===== config.mk =====
export PLATFORM = sky130hd
export DESIGN_NAME = scan_decoder
export DESIGN_NICKNAME = d
export VERILOG_FILES = /design/src/rtl/dec_pkg.sv /design/src/rtl/next_idx_finder.sv /design/src/rtl/scan_decoder.sv
export SDC_FILE = /design/constraint.sdc
export NUM_CORES = 1
export LEC_CHECK = 0
export CAP_MARGIN = 5
export CORE_MARGIN = 3
export CORE_UTILIZATION = 60
export DETAILED_ROUTE_END_ITERATION = 6
export PLACE_DENSITY = 0.84
export SLEW_MARGIN = 20
export SYNTH_ARGS = -nofsm -noshare
export SYNTH_HDL_FRONTEND = slang
export SYNTH_SLANG_ARGS = --single-unit

===== constraint.sdc =====
create_clock -name clk -period 3.6 [get_ports clk]
set_input_delay 0.36 -clock clk [delete_from_list [all_inputs] [get_ports clk]]
set_output_delay 0.36 -clock clk [all_outputs]
set_load 0.005 [all_outputs]

===== src/rtl/dec_pkg.sv =====
// Shared encodings and helpers for scan_decoder: FSM state codes, one-hot decode, lowest-set-bit.
package dec_pkg;
  localparam int MAX_SEL_W = 8;
  localparam int MAX_OUT_W = 256;

  localparam logic [1:0] ST_IDLE   = 2'd0;
  localparam logic [1:0] ST_DIRECT = 2'd1;
  localparam logic [1:0] ST_SHOW   = 2'd2;
  localparam logic [1:0] ST_BLANK  = 2'd3;

  function automatic logic [MAX_OUT_W-1:0] onehot(input logic [MAX_SEL_W-1:0] sel);
    return {{(MAX_OUT_W-1){1'b0}}, 1'b1} << sel;
  endfunction

  function automatic logic [MAX_SEL_W-1:0] first_set(input logic [MAX_OUT_W-1:0] mask);
    logic [MAX_SEL_W-1:0] r;
    r = '0;
    for (int k = MAX_OUT_W-1; k >= 0; k--)
      if (mask[k]) r = MAX_SEL_W'(k);
    return r;
  endfunction
endpackage


===== src/rtl/next_idx_finder.sv =====
// Next set bit of mask strictly above idx, wrapping to the lowest set bit; 'none' when mask is empty.
module next_idx_finder
  import dec_pkg::*;
#(
  parameter int SEL_W = 2,
  localparam int OUT_W = 2**SEL_W
) (
  input  logic [OUT_W-1:0] mask,
  input  logic [SEL_W-1:0] idx,
  output logic [SEL_W-1:0] nxt,
  output logic             none
);
  logic             hit;
  logic [SEL_W-1:0] above;

  always_comb begin
    hit   = 1'b0;
    above = '0;
    // descending scan leaves the lowest qualifying bit in 'above'
    for (int k = OUT_W-1; k >= 0; k--)
      if (mask[k] && (k > int'(idx))) begin
        hit   = 1'b1;
        above = SEL_W'(k);
      end
    none = ~|mask;
    nxt  = hit ? above : SEL_W'(first_set(MAX_OUT_W'(mask)));
  end
endmodule


===== src/rtl/scan_decoder.sv =====
// One-hot decoder with DIRECT and prescaled SCAN modes plus inter-channel blanking.
// Define DEC_ACTIVE_LOW_EN to drive Y active-low (reset value all ones).
module scan_decoder
  import dec_pkg::*;
#(
  parameter int SEL_W     = 2,
  parameter int PRESCALE  = 100000,
  parameter int BLANK_CYC = 0,
  localparam int OUT_W    = 2**SEL_W
) (
  input  logic             clk,
  input  logic             rst_n,
  input  logic             en,
  input  logic             mode,
  input  logic [SEL_W-1:0] sel,
  input  logic [OUT_W-1:0] scan_mask,
  output logic [OUT_W-1:0] Y,
  output logic [SEL_W-1:0] idx,
  output logic             tick
);
  localparam int CNT_W   = (PRESCALE > 1)  ? $clog2(PRESCALE)  : 1;
  localparam int BLK_W   = (BLANK_CYC > 1) ? $clog2(BLANK_CYC) : 1;
  localparam int PS_LAST = PRESCALE - 1;
  localparam int BL_LAST = (BLANK_CYC > 0) ? BLANK_CYC - 1 : 0;
`ifdef DEC_ACTIVE_LOW_EN
  localparam logic [OUT_W-1:0] Y_RST = '1;
`else
  localparam logic [OUT_W-1:0] Y_RST = '0;
`endif

  function automatic logic [OUT_W-1:0] oh(input logic [SEL_W-1:0] s);
    logic [MAX_OUT_W-1:0] w;
    w = onehot(MAX_SEL_W'(s));
    return w[OUT_W-1:0];
  endfunction

  logic [1:0]       state, st_n;
  logic [CNT_W-1:0] cnt, cnt_n;
  logic [BLK_W-1:0] bcnt, bcnt_n;
  logic [SEL_W-1:0] idx_n, seed, nxt;
  logic [OUT_W-1:0] y_n;
  logic             tick_n, none, load, adv, entering;

  // seeding with the top index makes the wrap land on the lowest set bit
  assign entering = (state == ST_IDLE) || (state == ST_DIRECT);
  assign seed     = entering ? '1 : idx;

  next_idx_finder #(.SEL_W(SEL_W)) u_find (
    .mask (scan_mask),
    .idx  (seed),
    .nxt  (nxt),
    .none (none)
  );

  always_comb begin
    st_n   = state;
    idx_n  = idx;
    cnt_n  = cnt;
    bcnt_n = bcnt;
    y_n    = '0;
    tick_n = 1'b0;
    load   = 1'b0;
    adv    = 1'b0;
    if (!en) begin
      st_n = ST_IDLE;
    end else if (!mode) begin
      st_n  = ST_DIRECT;
      idx_n = sel;
      y_n   = oh(sel);
    end else if (none) begin
      st_n = ST_IDLE;
    end else begin
      case (state)
        ST_SHOW: begin
          if (cnt == CNT_W'(PS_LAST)) begin
            if (BLANK_CYC > 0) begin
              st_n   = ST_BLANK;
              bcnt_n = '0;
            end else begin
              adv = 1'b1;
            end
          end else begin
            cnt_n = cnt + CNT_W'(1);
            y_n   = oh(idx) & scan_mask;
          end
        end
        ST_BLANK: begin
          if (bcnt == BLK_W'(BL_LAST)) adv = 1'b1;
          else bcnt_n = bcnt + BLK_W'(1);
        end
        default: load = 1'b1;
      endcase
      if (load || adv) begin
        st_n   = ST_SHOW;
        idx_n  = nxt;
        cnt_n  = '0;
        y_n    = oh(nxt) & scan_mask;
        tick_n = adv;
      end
    end
  end

  always_ff @(posedge clk or negedge rst_n) begin
    if (!rst_n) begin
      state <= ST_IDLE;
      cnt   <= '0;
      bcnt  <= '0;
      idx   <= '0;
      tick  <= 1'b0;
      Y     <= Y_RST;
    end else begin
      state <= st_n;
      cnt   <= cnt_n;
      bcnt  <= bcnt_n;
      idx   <= idx_n;
      tick  <= tick_n;
`ifdef DEC_ACTIVE_LOW_EN
      Y     <= ~y_n;
`else
      Y     <= y_n;
`endif
    end
  end
endmodule


# Word-level counts from Yosys, hierarchy flattened
# Index checks and enable logic that the tools add are counted.
word_totals:
  rom_bits: 0
  mem_bits_rw: 0
  latchBits: 0
  mem_count: 0
  in_bits: 10
  regBits: 27
op_classes:
  bitwise: 2
  div_mod_pow: 0
  n_reduce_logical: 12
  eq_ne: 8
  mux: 43
  shift: 3
  add_sub_neg: 2
  order_cmp: 3
  n_mul: 0
ops:
  columns: ["op", "n"]
  rows:
  - ["$mux W17", 3]
  - ["$mux W2", 16]
  - ["$mux W4", 6]
  - ["$add A17 B1 Y17 const B", 1]
  - ["$eq A17 B17 Y1 const B", 1]
  - ["$mux W1", 17]
  - ["$shl A1 B2 Y4 const A", 3]
  - ["$and A4 B4 Y4", 2]
  - ["$ne A2 B1 Y1 const B", 3]
  - ["$reduce_and A5 Y1", 1]
  - ["$eq A2 B2 Y1 const B", 2]
  - ["$gt A2 B2 Y1 const A", 2]
  - ["$ne A4 B4 Y1 const B", 1]
  - ["$reduce_and A4 Y1", 1]
  - ["$reduce_or A4 Y1", 1]
  - ["$logic_and A1 B1 Y1", 3]
  - ["$reduce_and A3 Y1", 1]
  - ["$eq A2 B1 Y1 const B", 1]
  - ["$gt A1 B2 Y1 const A", 1]
  - ["$logic_not A2 Y1", 1]
  - ["$logic_or A1 B1 Y1", 2]
  - ["$pmux W1 S2", 1]
  - ["$reduce_bool A2 Y1", 1]
  - ["$reduce_or A2 Y1", 1]
  - ["$add A1 B1 Y1 const B", 1]

# Depth between registers and ports, before layout
# Gate-level depths: netlist of the first run.
depth:
  depth_word: 15
  depth_mapped: 8

# By module
# From an unflattened synthesis of the first run, not the netlist that was laid out.
unflattened:
  hier_cells: 178
  hier_area_um2: 1576.5
modules_own_cells:
  columns: ["module", "cells_per_inst", "seq_area_each_um2", "area_per_inst_um2", "instances"]
  rows:
  - ["scan_decoder", 165, 650.6, 1505.2, 1]
  - ["next_idx_finder", 13, 0.0, 71.3, 1]

# Worst setup path before layout of the first run
# No wires, ideal clock.
synth_timing:
  path_kind: "register to register"
  startpoint: "register cnt[12]"
  endpoint: "register idx[1]"
  stages_incl_launch_ff: 6
  setup_time_ns: 0.125
  arrival_time_ns: 1.981
  period_less_slack_ns: 2.105
  setup_slack_ns: 1.495
  path_cell_list: "dfrtp_1 > or4b_1 > nor4_4 > nor2_1 > a21boi_0 > mux2_2"
synth_via:
  elab_chain_cells: 9
synth_rtl:
  columns: ["item", "line", "source"]
  rows:
  - ["from (decl)", "scan_decoder.sv:38", "logic [CNT_W-1:0] cnt, cnt_n;"]
  - ["from (signal assigned)", "scan_decoder.sv:113", "cnt <= cnt_n;"]
  - ["$eq A17 B17 Y1", "scan_decoder.sv:75", "if (cnt == CNT_W'(PS_LAST)) begin"]
  - ["$mux W1", "scan_decoder.sv:75", null]
  - ["$pmux W1 S2", "scan_decoder.sv:73", "case (state)"]
  - ["$mux W1", "scan_decoder.sv:70", "end else if (none) begin"]
  - ["$mux W1", "scan_decoder.sv:66", "end else if (!mode) begin"]
  - ["$mux W1", "scan_decoder.sv:64", "if (!en) begin"]
  - ["$logic_or A1 B1 Y1", "scan_decoder.sv:93", "if (load || adv) begin"]
  - ["$ne A2 B1 Y1 (no source line)", null, null]
  - ["$reduce_and A3 Y1 (no source line)", null, null]
  - ["to (signal assigned)", "scan_decoder.sv:115", "idx <= idx_n;"]
  - ["to (decl)", "scan_decoder.sv:18", "output logic [SEL_W-1:0] idx,"]
# Every way passes these cells. The select of a mux whose other input is x is not followed.
# A chain may end at the register's enable or synchronous reset.

# Worst setup path in the final report of the first run
layout_timing:
  startpoint: "register cnt[8]"
  endpoint: "register idx[1]"
# The elaborated chain is that of the path after synthesis.

==> out/summary.txt, run 1 <==
status: complete, but fails checks
violated checks: negative hold slack
GR Layer Usage met1: 35.6%
diodes inserted: 0
grt ovf: 0
CTS tree: yes
xor and xnor area share after synthesis: 0%
area grow syn2layout: 11.3%
Buf+Inv Stages, Crit Path: 0
largest family of logic cells by synthesized area: simple AND/OR/NAND/NOR gates
share of layout cells above drive strength 1: 4.17%
Post-Syn Nets: 193
FMAX: 372 MHz
setup_tns: 0 ns
Yosys reg bits: 26
critical path arrival: 2.92 ns
simple logic cell fraction of the synthesized area: 29.4%
Max IR drop VDD: 305 uV
post-DP HPWL: 2.61 mm
clk buf depth: 2
All-Layer GR Usage: 25.0%
Post-CTS Setup Bufs: 0
Placement Cell Area: 1700 sq um
IO Count: 17
hold slack: -0.0144 ns
slew margin rel.: 43.4%
critical path class: flop to flop
Worst path depth: 5
Skew-Pair Late Insertion Delay: 0.33 ns
count of final setup violators: 0
die span in x: 57.2 microns
CP Data Required Time: 3.83 ns
Syn Area/Cell: 8.63 sq um
clock skew: 0.00925 ns
area of the multi-input gates: 817 sq um
port buffer count: 16
post-synthesis async set-or-reset flop share: 100%
cells after synthesis: 182
slowest CP cell: nor4_4
total of max-cap violations: 0
Slew Viols, Final: 0
adder-cell share of the synthesized area: 0.797%
row cnt: 17
CTS Root Cell: clkbuf_4
Critical R2R Capture: idx[1]
Register-to-Register Path Depth: 5
detailed-route wire length: 3.77 mm
Core Area: 2340 sq um
full die area: 3270 sq um
CTS Sinks: 26
initial drt markers: 116
delay-heaviest family, CP: simple AND/OR/NAND/NOR gates
most crowded layer after global routing: met2
Slew @ Worst Pin: 0.846 ns
CTS hold repair buffers: 0
Leakage Power: 0.757 nW
Sequential cell area: 651 sq um
final period utilization: 74.7%
CP peak stage delay: 0.59 ns
critical path peak fanout: 11
post_cts resized: 0
Hold Path Class: input pin to async pin
Starting Density: 67.1%
WL/cell: 17.1 microns
TritonCTS Buffers: 3
CP Cell Sequence: or4bb_1, nor4_4, nor2_1, a21boi_0, mux2_2
clock transition at the registers of the reported paths: 0.14 ns
Layout Cells excl Fill: 220
final instance area: 1750 sq um
critical path startpoint category: flop
fin crit period: 2.69 ns
vias per inst: 6.77
largest net degree at the start of global routing: 27
Reg2Reg Setup Slack: 0.91 ns
global-route wire length before repair: 6.52 mm
gpl congestion: 0.896
met3 usage: 6.11%
Synth Warn #: 0
Final ANT Viol Nets: 0
via count of the routed design: 1489
initial antenna violation count: 0
M2 GR Usage: 37.0%
Worst Setup End Kind: flop
mux cell area share after synthesis: 1.35%
final hold violations: 24
vias in the first global route: 1400
Seq/Total Area, Yosys: 41.4%
First-pass DRT Iterations: 4
Syn Std Cell Area: 1570 sq um
htree depth: 1
compound-cell area share of the yosys netlist: 20.5%
Post-Place Cells: 216
Worst R2R Start: cnt[8]
Power Dens Cells: 348 nW/um^2
drc violations: 0
fillers: 166
Die Ht: 57.2 microns
nets: 204
number of synthesized flops with an enable pin: 0
RSZ-0062 raised after global routing: false
Yosys cell types: 42
Top FF cell, synth: dfrtp_1
-- metal layers --
| metal | vias up | wire (microns) |
|---|---|---|
| li1 | 697 | - |
| met1 | 693 | 1670 |
| met2 | 91 | 1690 |
| met3 | 8 | 349 |
| met4 | 0 | 60 |
| met5 | - | 0 |
-- layout make-up --
class,instances,share of cell area [%]
Multi-Input combinational cell,136,46.7
Sequential cell,26,37.2
Timing Repair Buffer,16,8.88
Inverter,10,2.15
Tap cell,28,2.00
Clock inverter,1,1.72
Clock buffer,3,1.29
-- how the worst max path moves through the flow --
| stage | slack (ns) | start | to |
|---|---|---|---|
| 5_1_grt | 0.80 | cnt[6] | idx[1] |
| 3_3_place_gp | 1.02 | cnt[13] | idx[1] |
| 2_1_floorplan | 1.49 | cnt[12] | idx[1] |
| 6_report | 0.91 | cnt[8] | idx[1] |
| 4_1_cts | 0.96 | cnt[6] | idx[1] |
| 3_5_place_dp | 1.02 | cnt[12] | idx[1] |
-- Yosys cell counts, drive strengths merged (2+ instances only) --
cell	count	share of area (%)
a21oi	7	2.2
o41ai	2	1.1
and2	2	0.80
a31oi	4	1.6
nand3	13	4.1
o31ai	4	1.9
inv	10	2.4
nand4	5	2.0
and4	2	1.1
nor4	5	2.9
o21ai	17	5.4
nor3b	3	1.4
or4bb	2	1.4
or3	6	2.4
a21o	5	2.4
nor3	4	1.3
and3	3	1.2
a311oi	2	1.1
nor2	7	1.7
nand2	23	5.5
a21boi	2	0.96
dfrtp	26	41
buf	3	2.5
o22ai	4	1.6
clkbuf	7	1.7
-- power breakdown --
group | switching, mW | internal, mW | leakage [nW]
Sequential | 0.0133 | 0.301 | 0.355
Clock | 0.0894 | 0.113 | 0.0279
Combinational | 0.0506 | 0.0401 | 0.374
Total | 0.153 | 0.454 | 0.757
-- cells in the final DEF, fill, tap and decap left out, drive strengths merged, types with 6 or more instances in the layout --
cell / count
nor2: 7
o21ai: 17
clkdlybuf4s50: 15
or3: 6
nand2: 23
dfrtp: 26
a21oi: 7
nand3: 13
inv: 10
-- state kept, by name, summed over array words and instances, names as in the netlist --
name / cells
cnt: 17
Y: 4
tick: 1
idx: 2
state: 2
-- metrics by stage --
stage / power (mW) / worst slack (ns) / utilization [%]
detailed placement: 0.409 / 1.02 / 72.7
global placement: 0.406 / 1.02 / 72.7
CTS: 0.610 / 0.958 / 74.9
floorplan: 0.369 / 1.49 / -
finish: 0.608 / 0.911 / 74.7
global route: 0.632 / 0.804 / 74.7
-- logic make-up (layout without fill, tap and decap cells) --
| family | count (synthesis) | count (layout) |
|---|---|---|
| flops | 26 | 26 |
| fa+ha+maj | 1 | 1 |
| buf+inv | 20 | 30 |
| compound gates | 51 | 51 |
| simple gates | 82 | 82 |
| mux | 2 | 2 |
No activity file was read; power rests on OpenSTA's default activity.
==> run 2: changes to the inputs <==
- CORE_UTILIZATION: 60 -> 50
- PLACE_DENSITY: 0.84 -> 0.75
- clock period: 3.6 -> 2.15 ns (I/O delays scaled with it)
==> run 2 against run 1 <==
Net effect: the run now ends clean; largest power group unchanged; critical endpoint unchanged; register-to-register slack got worse by 0.83 ns; die area increased by 18%; worst hold slack improved by 0.26 ns; core utilization decreased by 7.3 points; sequential share of layout area decreased by 3.7 points.
==> out/summary.txt, run 2 (same netlist as run 1, synthesis figures left out) <==
internal power: 653 uW
Worst Setup End Kind: flop
TritonCTS Buffers: 3
sw frac: 27.7%
Leakage Power: 0.877 nW
Slew @ Worst Pin: 0.363 ns
CTS hold repair buffers: 0
final hold violations: 0
P_sw: 250 uW
Buf+Inv Stages, Crit Path: 0
Setup crit start: cnt[5]
CTS Sinks: 26
FMAX: 483 MHz
slew margin rel.: 75.6%
dpl ws: 0.0379 ns
commonest non-fill, non-tap cell in the layout: dfrtp_1
Regs by FF count: cnt (17), Y (4)
via count of the routed design: 1570
CTS Root Cell: clkbuf_4
grt ovf: 0
Flop pwr share: 58.2%
All-Layer GR Usage: 23.9%
fin crit period: 2.07 ns
slowest CP cell: or4bb_1
Worst R2R Start: cnt[5]
IO Count: 17
Layout Cells excl Fill: 258
diodes inserted: 0
CTS tree: yes
commonest non-fill, non-tap cells in the layout: dfrtp_1, buf_4, nand2_1, o21ai_0, clkdlybuf4s50_1
critical path startpoint category: flop
Worst path depth: 5
clk buf depth: 2
Hold Path Class: input pin to async pin
delay-heaviest family, CP: simple AND/OR/NAND/NOR gates
full die area: 3850 sq um
WL/cell: 16.2 microns
number of flip-flops in the largest register: 17
detailed-route wire length: 4.19 mm
Slew Viols, Final: 0
Max IR drop VDD: 294 uV
final period utilization: 96.4%
vias in the first global route: 1434
Core Area: 2880 sq um
nets: 229
critical path peak fanout: 5
row cnt: 19
status: completed
First-pass DRT Iterations: 5
CP Data Required Time: 2.36 ns
drc violations: 0
CP Cell Sequence: or4bb_1, nor4_4, nor2_1, a21boi_1, mux2_2
Comb pwr share: 19.4%
CP peak stage delay: 0.57 ns
share of layout cells above drive strength 1: 14.8%
Final ANT Viol Nets: 0
port buffer count: 16
clock transition at the registers of the reported paths: 0.14 ns
critical path class: flop to flop
Post-Place Cells: 253
Skew-Pair Late Insertion Delay: 0.31 ns
global-route wire length before repair: 6.78 mm
Register-to-Register Path Depth: 5
Final WS setup: 0.0781 ns
Die Ht: 62.0 microns
critical path arrival: 2.28 ns
area grow syn2layout: 23.4%
hold slack: 0.244 ns
initial drt markers: 165
count of final setup violators: 0
die span in x: 62.0 microns
largest net degree at the start of global routing: 27
initial antenna violation count: 0
fillers: 236
Starting Density: 54.6%
RSZ-0062 raised after global routing: false
vias per inst: 6.09
gpl congestion: 0.874
most flop-heavy register: cnt
post-DP HPWL: 3.03 mm
Power Dens Cells: 466 nW/um^2
clock skew: 0.00664 ns
total of max-cap violations: 0
htree depth: 1
setup_tns: 0 ns
Clock power frac: 22.4%
run 2: worst paths after layout:
check                               end  slack [ns]
worst max-delay path             idx[1]        0.08
min in group clk                cnt[15]        0.51
max in group asynchronous        idx[0]        1.66
worst max register to register   idx[1]        0.08
worst min-delay path             cnt[3]        0.24
worst min register to register  cnt[15]        0.51
run 2: area by class of cell:
class	count	area [sq um]	share of cell area, %
multi-input cells	136	823	42.5
inverters	10	37.5	1.94
repair buffers	41	352	18.1
flip-flops and latches	26	651	33.6
well taps	42	52.6	2.71
clock buffers	3	22.5	1.16
run 2: metal layers:
metal,track usage (%),part of all wire (%),vias up
met5,0,0,-
met4,6.97,0.72,0
met3,3.72,7.4,5
met2,35.5,45,71
met1,35.7,47,745
li1,-,-,749
run 2: repair_timing:
item,in CTS,in global routing
resized for setup,0,4
endpoints found under the setup margin,0,14
buffers inserted,0,2
run 2: metrics by stage:
step / utilization, % / cell area [sq um] / total power [mW]
2_1_floorplan: - / 1570 / 0.617
3_3_place_gp: 65.7 / 1890 / 0.702
3_5_place_dp: 65.7 / 1890 / 0.704
4_1_cts: 66.5 / 1910 / 0.906
5_1_grt: 67.4 / 1940 / 0.956
6_report: 67.4 / 1940 / 0.904
run 2: worst reg2reg max path, delay by kind of cell, from the launching register on:
kind	cells	cell delay (ns)
AO/OA/AOI/OAI	1	0.18
flip-flops	1	0.43
multiplexers	1	0.35
AND/OR/NAND/NOR	3	1.01
run 2: power by group through the flow:
stage	clock (mW)	combinational [mW]	sequential [mW]
after floorplan	0	0.0898	0.527
after global placement	0	0.169	0.533
after detailed placement	0	0.170	0.534
after CTS	0.211	0.171	0.525
after global routing	0.235	0.193	0.528
final	0.203	0.175	0.526
==> run 3: changes to the inputs <==
- CTS_BUF_LIST: unset -> sky130_fd_sc_hd__clkbuf_16
- MAX_ROUTING_LAYER: unset -> met4
==> run 3 against run 2 <==
Net effect: die area is the same; largest power group unchanged; sequential power is essentially flat; critical endpoint unchanged; clock power grew 100%; maximum frequency shrank 0.75%; global-route usage grew 0.23 points; cell area grew 1.1%; final cell count shrank 1.9%; critical path depth is the same; first-iteration DRC count shrank 40%; total power grew 23%.
==> out/summary.txt, run 3 (same netlist as run 1, synthesis figures left out) <==
IO Count: 17
clock transition at the registers of the reported paths: 0.06 ns
Worst R2R Start: cnt[10]
initial drt markers: 99
Die Ht: 62.0 microns
Slew @ Worst Pin: 0.345 ns
critical path peak fanout: 5
count of final setup violators: 0
final period utilization: 97.1%
clock skew: 0.00282 ns
detailed-route wire length: 4.12 mm
Post-CTS Setup Bufs: 0
post-DP HPWL: 2.98 mm
area grow syn2layout: 24.8%
share of layout cells above drive strength 1: 13.3%
port buffer count: 16
die span in x: 62.0 microns
Reg2Reg Setup Slack: 0.06 ns
CTS hold repair buffers: 0
gpl congestion: 0.930
WL/cell: 16.3 microns
vias in the first global route: 1415
global-route wire length before repair: 6.64 mm
Placement Cell Area: 1870 sq um
Leakage Power: 0.874 nW
Max IR drop VDD: 396 uV
First-pass DRT Iterations: 4
setup_tns: 0 ns
critical path startpoint category: flop
Layout Cells excl Fill: 253
htree depth: 1
diodes inserted: 0
CP Data Required Time: 2.29 ns
CTS Root Cell: clkbuf_16
Final ANT Viol Nets: 0
initial antenna violation count: 0
status: completed
final instance area: 1960 sq um
vias per inst: 6.12
full die area: 3850 sq um
CTS Sinks: 26
critical path arrival: 2.23 ns
All-Layer GR Usage: 24.1%
Power Dens Cells: 566 nW/um^2
Post-Place Cells: 250
final hold violations: 0
Starting Density: 54.6%
largest net degree at the start of global routing: 27
slew margin rel.: 76.8%
commonest non-fill, non-tap cells in the layout: dfrtp_1, nand2_1, buf_4, o21ai_0, clkdlybuf4s50_1
clk buf depth: 2
most flop-heavy register: cnt
critical path class: flop to flop
fin crit period: 2.09 ns
FMAX: 479 MHz
CTS tree: yes
Skew-Pair Late Insertion Delay: 0.26 ns
post_cts resized: 0
commonest non-fill, non-tap cell in the layout: dfrtp_1
number of flip-flops in the largest register: 17
nets: 224
row cnt: 19
Hold Path Class: input pin to async pin
Critical R2R Capture: idx[1]
Regs by FF count: cnt (17), Y (4)
grt ovf: 0
Slew Viols, Final: 0
via count of the routed design: 1549
total of max-cap violations: 0
Register-to-Register Path Depth: 5
TritonCTS Buffers: 3
drc violations: 0
Core Area: 2880 sq um
Worst Setup End Kind: flop
[run 3: metal layers]
metal  part of all wire, %  track usage (%)  vias to the layer above
met5                     0                -                        -
met4                   1.4             7.88                        0
met3                   6.9             4.13                        9
met2                    44             34.0                       65
met1                    48             34.9                      740
li1                      -                -                      735
[run 3: stage by stage]
stage                     power [mW]  setup slack (ns)  hold slack (ns)  util (%)
final                           1.11            0.0625            0.319      68.1
after global routing            1.15          -0.00757            0.350      68.1
after CTS                       1.10            0.0327            0.331      67.6
after detailed placement       0.702            0.0562            0.486      64.9
after global placement         0.698             0.115            0.488      64.9
after floorplan                0.617            0.0448          -0.0806         -
[run 3: worst max-delay path: stages, from the launching register on]
cell,delay (ns)
dfrtp_1,0.40
or4bb_4,0.56
nor4_4,0.40
nor2_1,0.11
a21boi_1,0.14
mux2_2,0.35
[run 3: power by group]
part           switching [mW]  leakage [nW]  internal, mW
registers              0.0220         0.355         0.505
clock network           0.162        0.0370         0.246
logic                  0.0913         0.482        0.0818
[run 3: how the worst max path moves through the flow]
| stage | start | slack [ns] | end |
|---|---|---|---|
| CTS | cnt[14] | 0.03 | idx[1] |
| floorplan | cnt[12] | 0.04 | idx[1] |
| global placement | cnt[10] | 0.12 | idx[1] |
| global route | cnt[13] | -0.008 | idx[0] |
| finish | cnt[10] | 0.06 | idx[1] |
| detailed placement | cnt[14] | 0.06 | idx[1] |
[run 3: cell type report]
class / count / area (sq um)
sequential: 26 / 651
clock buffer: 3 / 75.1
multi-input combinational: 136 / 830
fill: 222 / 917
tap: 42 / 52.6
timing repair buffer: 36 / 314
inverter: 10 / 37.5
